--- src/rtl/pdm_mic_ctrl.sv ---
// pdm_mic_ctrl: PDM mic clock generation, session sequencing and bit-count decimation to PCM samples
module pdm_mic_ctrl #(
    parameter int HALF   = 25,
    parameter int WARMUP = 16,
    parameter int DECIM  = 64,
    parameter int SW     = 7
) (
    input  logic          clk,
    input  logic          reset,
    input  logic          start,
    input  logic          stop,
    input  logic          mic_data,
    output logic          mic_clk,
    output logic [SW-1:0] sample,
    output logic          sample_valid,
    input  logic          sample_ready,
    output logic          busy,
    output logic          overrun,
    output logic          led
);
    localparam logic [1:0] S_IDLE = 2'd0;
    localparam logic [1:0] S_WARM = 2'd1;
    localparam logic [1:0] S_CAP  = 2'd2;
    localparam int BW = (DECIM > 1) ? $clog2(DECIM) : 1;
    localparam int AW = $clog2(DECIM + 1);
    localparam logic [15:0]   HALF_M1 = 16'(HALF - 1);
    localparam logic [15:0]   WARM_M1 = 16'(WARMUP - 1);
    localparam logic [BW-1:0] DEC_M1  = BW'(DECIM - 1);

    logic [1:0]    state_q, state_d;
    logic [15:0]   hcnt_q, hcnt_d;
    logic [15:0]   warm_q, warm_d;
    logic [BW-1:0] bcnt_q, bcnt_d;
    logic [AW-1:0] acc_q, acc_d;
    logic [SW-1:0] sample_q, sample_d;
    logic          mclk_q, mclk_d;
    logic          mclk_p_q;
    logic          sync1_q, sync2_q;
    logic          valid_q, valid_d;
    logic          overrun_q, overrun_d;
    logic          stop_pend_q, stop_pend_d;
    logic          wrap, fall, win_done;
    logic [AW-1:0] result;

    // Next-state logic: mic clock divider, warm-up/capture sequencing, accumulation and output handshake
    always_comb begin
        wrap        = hcnt_q == HALF_M1;
        fall        = (state_q != S_IDLE) && mclk_p_q && !mclk_q;
        win_done    = (state_q == S_CAP) && fall && (bcnt_q == DEC_M1);
        result      = acc_q + AW'(sync2_q);
        state_d     = state_q;
        hcnt_d      = wrap ? 16'd0 : hcnt_q + 16'd1;
        mclk_d      = mclk_q ^ wrap;
        warm_d      = warm_q;
        bcnt_d      = bcnt_q;
        acc_d       = acc_q;
        stop_pend_d = stop_pend_q;
        sample_d    = sample_q;
        valid_d     = valid_q && !sample_ready;
        overrun_d   = overrun_q;
        if (state_q == S_IDLE) begin
            hcnt_d      = 16'd0;
            mclk_d      = 1'b0;
            warm_d      = 16'd0;
            bcnt_d      = '0;
            acc_d       = '0;
            stop_pend_d = 1'b0;
            if (start) begin
                state_d   = S_WARM;
                overrun_d = 1'b0;
            end
        end else if (state_q == S_WARM) begin
            if (fall) begin
                warm_d = warm_q + 16'd1;
                if (warm_q == WARM_M1) begin
                    state_d = S_CAP;
                    bcnt_d  = '0;
                    acc_d   = '0;
                end
            end
            if (stop) state_d = S_IDLE;
        end else begin
            stop_pend_d = stop_pend_q || stop;
            if (fall) begin
                bcnt_d = bcnt_q + 1'b1;
                acc_d  = result;
            end
            if (win_done) begin
                bcnt_d = '0;
                acc_d  = '0;
                if (stop || stop_pend_q) state_d = S_IDLE;
            end
        end
        if (win_done) begin
            if (!valid_q || sample_ready) begin
                sample_d = SW'(result);
                valid_d  = 1'b1;
            end else begin
                overrun_d = 1'b1;
            end
        end
        if (state_d == S_IDLE) begin
            hcnt_d = 16'd0;
            mclk_d = 1'b0;
        end
    end

    // State registers, including the mic_data synchronizer and the delayed mic_clk for fall detection
    always_ff @(posedge clk or posedge reset) begin
        if (reset) begin
            state_q     <= S_IDLE;
            hcnt_q      <= 16'd0;
            warm_q      <= 16'd0;
            bcnt_q      <= '0;
            acc_q       <= '0;
            sample_q    <= '0;
            mclk_q      <= 1'b0;
            mclk_p_q    <= 1'b0;
            sync1_q     <= 1'b0;
            sync2_q     <= 1'b0;
            valid_q     <= 1'b0;
            overrun_q   <= 1'b0;
            stop_pend_q <= 1'b0;
        end else begin
            state_q     <= state_d;
            hcnt_q      <= hcnt_d;
            warm_q      <= warm_d;
            bcnt_q      <= bcnt_d;
            acc_q       <= acc_d;
            sample_q    <= sample_d;
            mclk_q      <= mclk_d;
            mclk_p_q    <= mclk_q;
            sync1_q     <= mic_data;
            sync2_q     <= sync1_q;
            valid_q     <= valid_d;
            overrun_q   <= overrun_d;
            stop_pend_q <= stop_pend_d;
        end
    end

    assign mic_clk      = mclk_q;
    assign sample       = sample_q;
    assign sample_valid = valid_q;
    assign overrun      = overrun_q;
    assign busy         = state_q != S_IDLE;
    assign led          = busy;
endmodule
--- config.mk ---
export PLATFORM = sky130hd
export DESIGN_NAME = pdm_mic_ctrl
export DESIGN_NICKNAME = d
export VERILOG_FILES = /design/src/rtl/pdm_mic_ctrl.sv
export SDC_FILE = /design/constraint.sdc
export NUM_CORES = 1
export LEC_CHECK = 0
export BUFFER_PORTS_ARGS = -buffer_cell sky130_fd_sc_hd__buf_2
export CELL_PAD_IN_SITES_DETAIL_PLACEMENT = 0
export CELL_PAD_IN_SITES_GLOBAL_PLACEMENT = 2
export CORE_MARGIN = 1
export CORE_UTILIZATION = 42
export CTS_CLUSTER_DIAMETER = 40
export DETAILED_ROUTE_END_ITERATION = 12
export GPL_TIMING_DRIVEN = 0
export PLACE_DENSITY_LB_ADDON = 0.1
export SETUP_SLACK_MARGIN = 0.15
export SLEW_MARGIN = 5
export SYNTH_ARGS = -nofsm -noshare
export SYNTH_HDL_FRONTEND = slang
export SYNTH_SLANG_ARGS = --single-unit
--- constraint.sdc ---
create_clock -name clk -period 5.5 [get_ports clk]
set_input_delay 0.825 -clock clk [delete_from_list [all_inputs] [get_ports clk]]
set_output_delay 0.825 -clock clk [all_outputs]
set_load 0.01 [all_outputs]
# == Word level (Yosys, flattened, before mapping) ==
# Index checks and enable logic that the tools add are counted.
# classes
muxes,36
bitwise_logic,1
eq_ne,8
n_reduce_logical,19
addsub,4
# op_table
operator,count
$mux 16,6
$mux 7,6
$mux 6,6
$add 16x1->16 const B,2
$eq 16x4->1 const B,1
$eq 16x5->1 const B,1
$mux 2,8
$mux 1,10
$add 7x1->7,1
$add 6x1->6 const B,1
$eq 6x6->1 const B,1
$reduce_bool 2->1,3
$logic_and 1x1->1,5
$logic_not 2->1,2
$reduce_and 2->1,2
$logic_not 1->1,3
$ne 3x2->1 const B,1
$ne 3x3->1 const B,1
$reduce_and 3->1,1
$reduce_bool 3->1,1
$eq 2x1->1 const B,1
$eq 2x2->1 const B,1
$logic_or 1x1->1,2
$ne 2x2->1 const B,1
$xor 1x1->1,1
# word_totals
regBits,61
out_inout_bits,12
word_cells,81
in_bits,6

# == Longest topological paths before layout ==
# logic_depth
depth_word,10
depth_mapped,7
ltp_nobuf,6

# == Worst setup path after synthesis ==
# OpenSTA, ideal clock, no wires.
# synth_timing
path_type,flip-flop to output port
start,reg state_q[1]
end,out led
path_stages_with_launch,6
path_buffers,3
t_arrival_ps,1236
required_ps,4675
slack_ps,3439
path_cell_list,dfrtp_1 buf_2 nor2_1 inv_1 buf_2 buf_4
# synth_between
elab_chain_len,1
# synth_rtl
element,line,rtl
start: declaration,30,"logic [1:0] state_q, state_d;"
start signal: assignment,125,state_q <= state_d;
$reduce_bool 2->1,145,assign busy = state_q != S_IDLE;
end: declaration,19,output logic led
# Every way passes these cells.

# == Worst setup path in the final report ==
# Same ends and word-level chain as after synthesis.

==> impl_results.md <==
* Utilization after layout at roughly 49%
* Via count at 2554
* Total setup buffers inserted after CTS at 0
* Standby leakage power at between 0.0015 and 0.002 uW
* Hold endpoint: sync2_q
* Cell with the most instances after synthesis: dfrtp_1
* Final cell area excluding filler cells at roughly 3600 um^2
* Final-layout fill cell count at approximately 710
* Beginning of the worst register-to-register path: warm_q[6]
* Final Max Tran Viols at 0
* Remaining Overflow, GRT at 0
* Top flip-flop cell by instance count after synthesis: dfrtp_1
* Power density of the placed cells at around 240 nW/um^2
* Final Hold Vio Count at 0
* Required arrival time at the worst endpoint at 4680 ps
* Worst-case register-to-register setup slack at approximately 3300 ps
* DRT Pass-1 Iters at 4
* Average wire per cell in the routed design at 15.1 um
* Setup crit end kind: output pin
* Tightest hold margin at between 300 and 400 ps
* Hold-critical path depth at 0
* Maximum resistive drop on vdd at ~99 uV
* Clock tree buffer depth at 2
* Setup TNS at 0 ps
* Worst setup SP type: flip-flop
* Vias in the first global route at 2221
* Number of diodes at 0
* Cell area reported after detailed placement at around 3400 um^2
* Average footprint of a synthesized cell at roughly 9.6 um^2
* DR DRC count at 0
* Count of maximum capacitance violations at 0
* Unrepaired setup endpoints after global routing: false
* CTS Hold Buffers Added at 0
* Clock Sinks at 61
* Cell area after synthesis at roughly 3200 um^2
* Count of nets after finishing at 375
* Final weighted congestion in routability-driven placement at ~0.78
* Register area share after synthesis at about 48%
* Fraction of layout instances using a drive strength above 1 at ~14%
* Total Power Consumption at about 900 uW
* Number of enable flip-flop cells after synthesis at 0
* Total routed wirelength at roughly 7 mm
* Post-synthesis net count at approximately 350
* Hold wc startpoint: sync1_q
* Top cells by area in the synthesized netlist: dfrtp_1 48%, xnor2_1 4.6%, nor2_1 4.0%
* Initial core utilization at 43.8%
* CTS tree: yes
* Die area at 8000 um^2
* Distinct cells, synth at 56
* Maximum number of pins on one net before global-route repair at 62
* #FFs+latches synth at 61
* Post-CTS Resized at 0
* Die outline height at slightly below 90 um
* Max frequency at 0.355 GHz
* Number of design-rule violations left by the first detailed-router iteration at between 100 and 150
* Dominant cell type by area after synthesis: dfrtp_1
* Number of warnings reported in the yosys synthesis log at 0
* Class of the most critical hold timing path: reg2reg
* Number of ports placed on the die boundary at 18
* Tmin final at between 2000 and 3000 ps
* First-pass GRT wire length at 11.3 mm
* Clock transition time at the flip-flop clock pins of the worst setup and hold paths at ~70 ps
* Slew at the pin closest to its max-slew limit at around 750 ps
* Maximum fanout along the worst path at 11
* Inserted Clock Buffers at 9
* Estimated wirelength of the detail-placed design at roughly 4.7 mm
* Part of the cycle the worst path needs at 51.3%
* Result of the run: finished, final reports clean
* Core Region at ~7300 um^2
* Combined global-route utilization of all metal layers at about a fifth
* Final setup violation count at 0
* Data arrival time of the critical path at about 2000 ps
* Slowest stage cell, crit path: nor2_1
* Number of antenna violations at the first check in global routing at 0
* Count of input and output buffers at 17
* Horiz. Die Dim at 89.5 um
* Post-synthesis async set-or-reset flop share at 100%
* Cell count of the worst reg-to-reg path at 4
* Clock tree root buffer cell: clkbuf_8
* Crit-path cells: buf_2 -> nor2_1 -> inv_1 -> buf_2 -> buf_4 -> buf_2
* Deepest level of the CTS H-tree at 3
* Type of the setup path with the least slack: reg2out
* Cell row count at 31
* Endpoint of the most critical register-to-register path: acc_q[0]
* Crit path largest cell delay at ~500 ps
* Area growth from synthesis to layout at 11.7%
* Final Skew at 9.30 ps
* Mapped Cells at ~340
* Routed Antenna Nets at 0
* Clock latency at the later pin of the worst-skew pair at approximately 330 ps
* Top cell types by occurrence after synthesis: 61 x dfrtp_1, 34 x nor2_1, 31 x nand2_1, 20 x o21ai_0, 18 x inv_1
* Proportion of netlist area held by the largest area contributor at a little under half
* Relative slew slack at 50.2%
* Crit-path most repeated cell: buf_2
* Detail-routed via count per cell at approximately 5.5
## layer usage
metal | vias up | track usage, % | wire length, um
li1 | 1265 | - | -
met1 | 1254 | 27.3 | 3640
met2 | 30 | 28.5 | 3110
met3 | 5 | 4.16 | 180
met4 | 0 | 4.76 | 64
met5 | - | 0 | 0
## critical path, delay by kind of cell (launching register included)
kind,cells,cell delay [ps]
and+or+nand+nor,1,500
buffers and inverters,5,820
DFF,1,350
## final cells by class
| cell class | count | area, um^2 | area share [%] |
|---|---|---|---|
| buffer | 14 | 70.1 | 1.95 |
| multi-input combinational | 242 | 1550 | 43.1 |
| tap | 99 | 124 | 3.45 |
| sequential | 61 | 1530 | 42.5 |
| clock buffer | 12 | 155 | 4.32 |
| clock inverter | 2 | 10.0 | 0.279 |
| timing repair buffer | 17 | 85.1 | 2.37 |
| inverter | 18 | 70.1 | 1.95 |
## worst max-delay path by stage
stage,from,to,cells after the start
after floorplan,reset,acc_q[0],1
after detailed placement,state_q[1],led,6
after global routing,state_q[1],led,6
final,state_q[1],led,6
after global placement,reset,warm_q[3],2
after CTS,state_q[1],led,6
## placed cells by master (no fill, tap or decap), types with 7 or more instances in the layout
cell / instances
nor4_1: 7
o21ai_0: 20
nor2_1: 34
dfrtp_1: 61
and3_1: 7
nand2_1: 31
inv_1: 17
clkbuf_8: 11
clkbuf_1: 7
nand3_1: 15
a21oi_1: 15
nand4_1: 9
buf_2: 22
xnor2_1: 17
## power by group
group	switching [uW]	internal (uW)	leakage, uW	total [uW]
Clock	170	182	0.0000881	351
Sequential	1.87	452	0.000844	454
Combinational	51.1	19.2	0.000594	70.4
## stage by stage
| step | setup slack (ps) | cells |
|---|---|---|
| after floorplan | 3160 | 335 |
| after global routing | 2550 | 465 |
| after global placement | 2290 | 451 |
| after detailed placement | 3020 | 451 |
| final | 2680 | 465 |
| after CTS | 2650 | 465 |
## logic make-up (layout without fill, tap and decap cells)
| kind of cell | after synthesis | after routing | share of synthesized area, % |
|---|---|---|---|
| AO/OA/AOI/OAI | 74 | 74 | 16.1 |
| XOR/XNOR | 21 | 21 | 5.73 |
| adder cells (fa/ha/maj) | 6 | 6 | 2.34 |
| buffers and inverters | 32 | 63 | 4.28 |
| flip-flops | 61 | 61 | 47.5 |
| multiplexers | 5 | 5 | 1.68 |
| AND/OR/NAND/NOR | 136 | 136 | 22.4 |
## registers in the layout (all words and copies together), names as in the netlist
register	count
stop_pend_q	1
sync1_q	1
sample_valid	1
mclk_p_q	1
state_q	2
sync2_q	1
hcnt_q	16
bcnt_q	6
mic_clk	1
overrun	1
sample	7
warm_q	16
acc_q	7
Power figures use the tool's default switching activity.
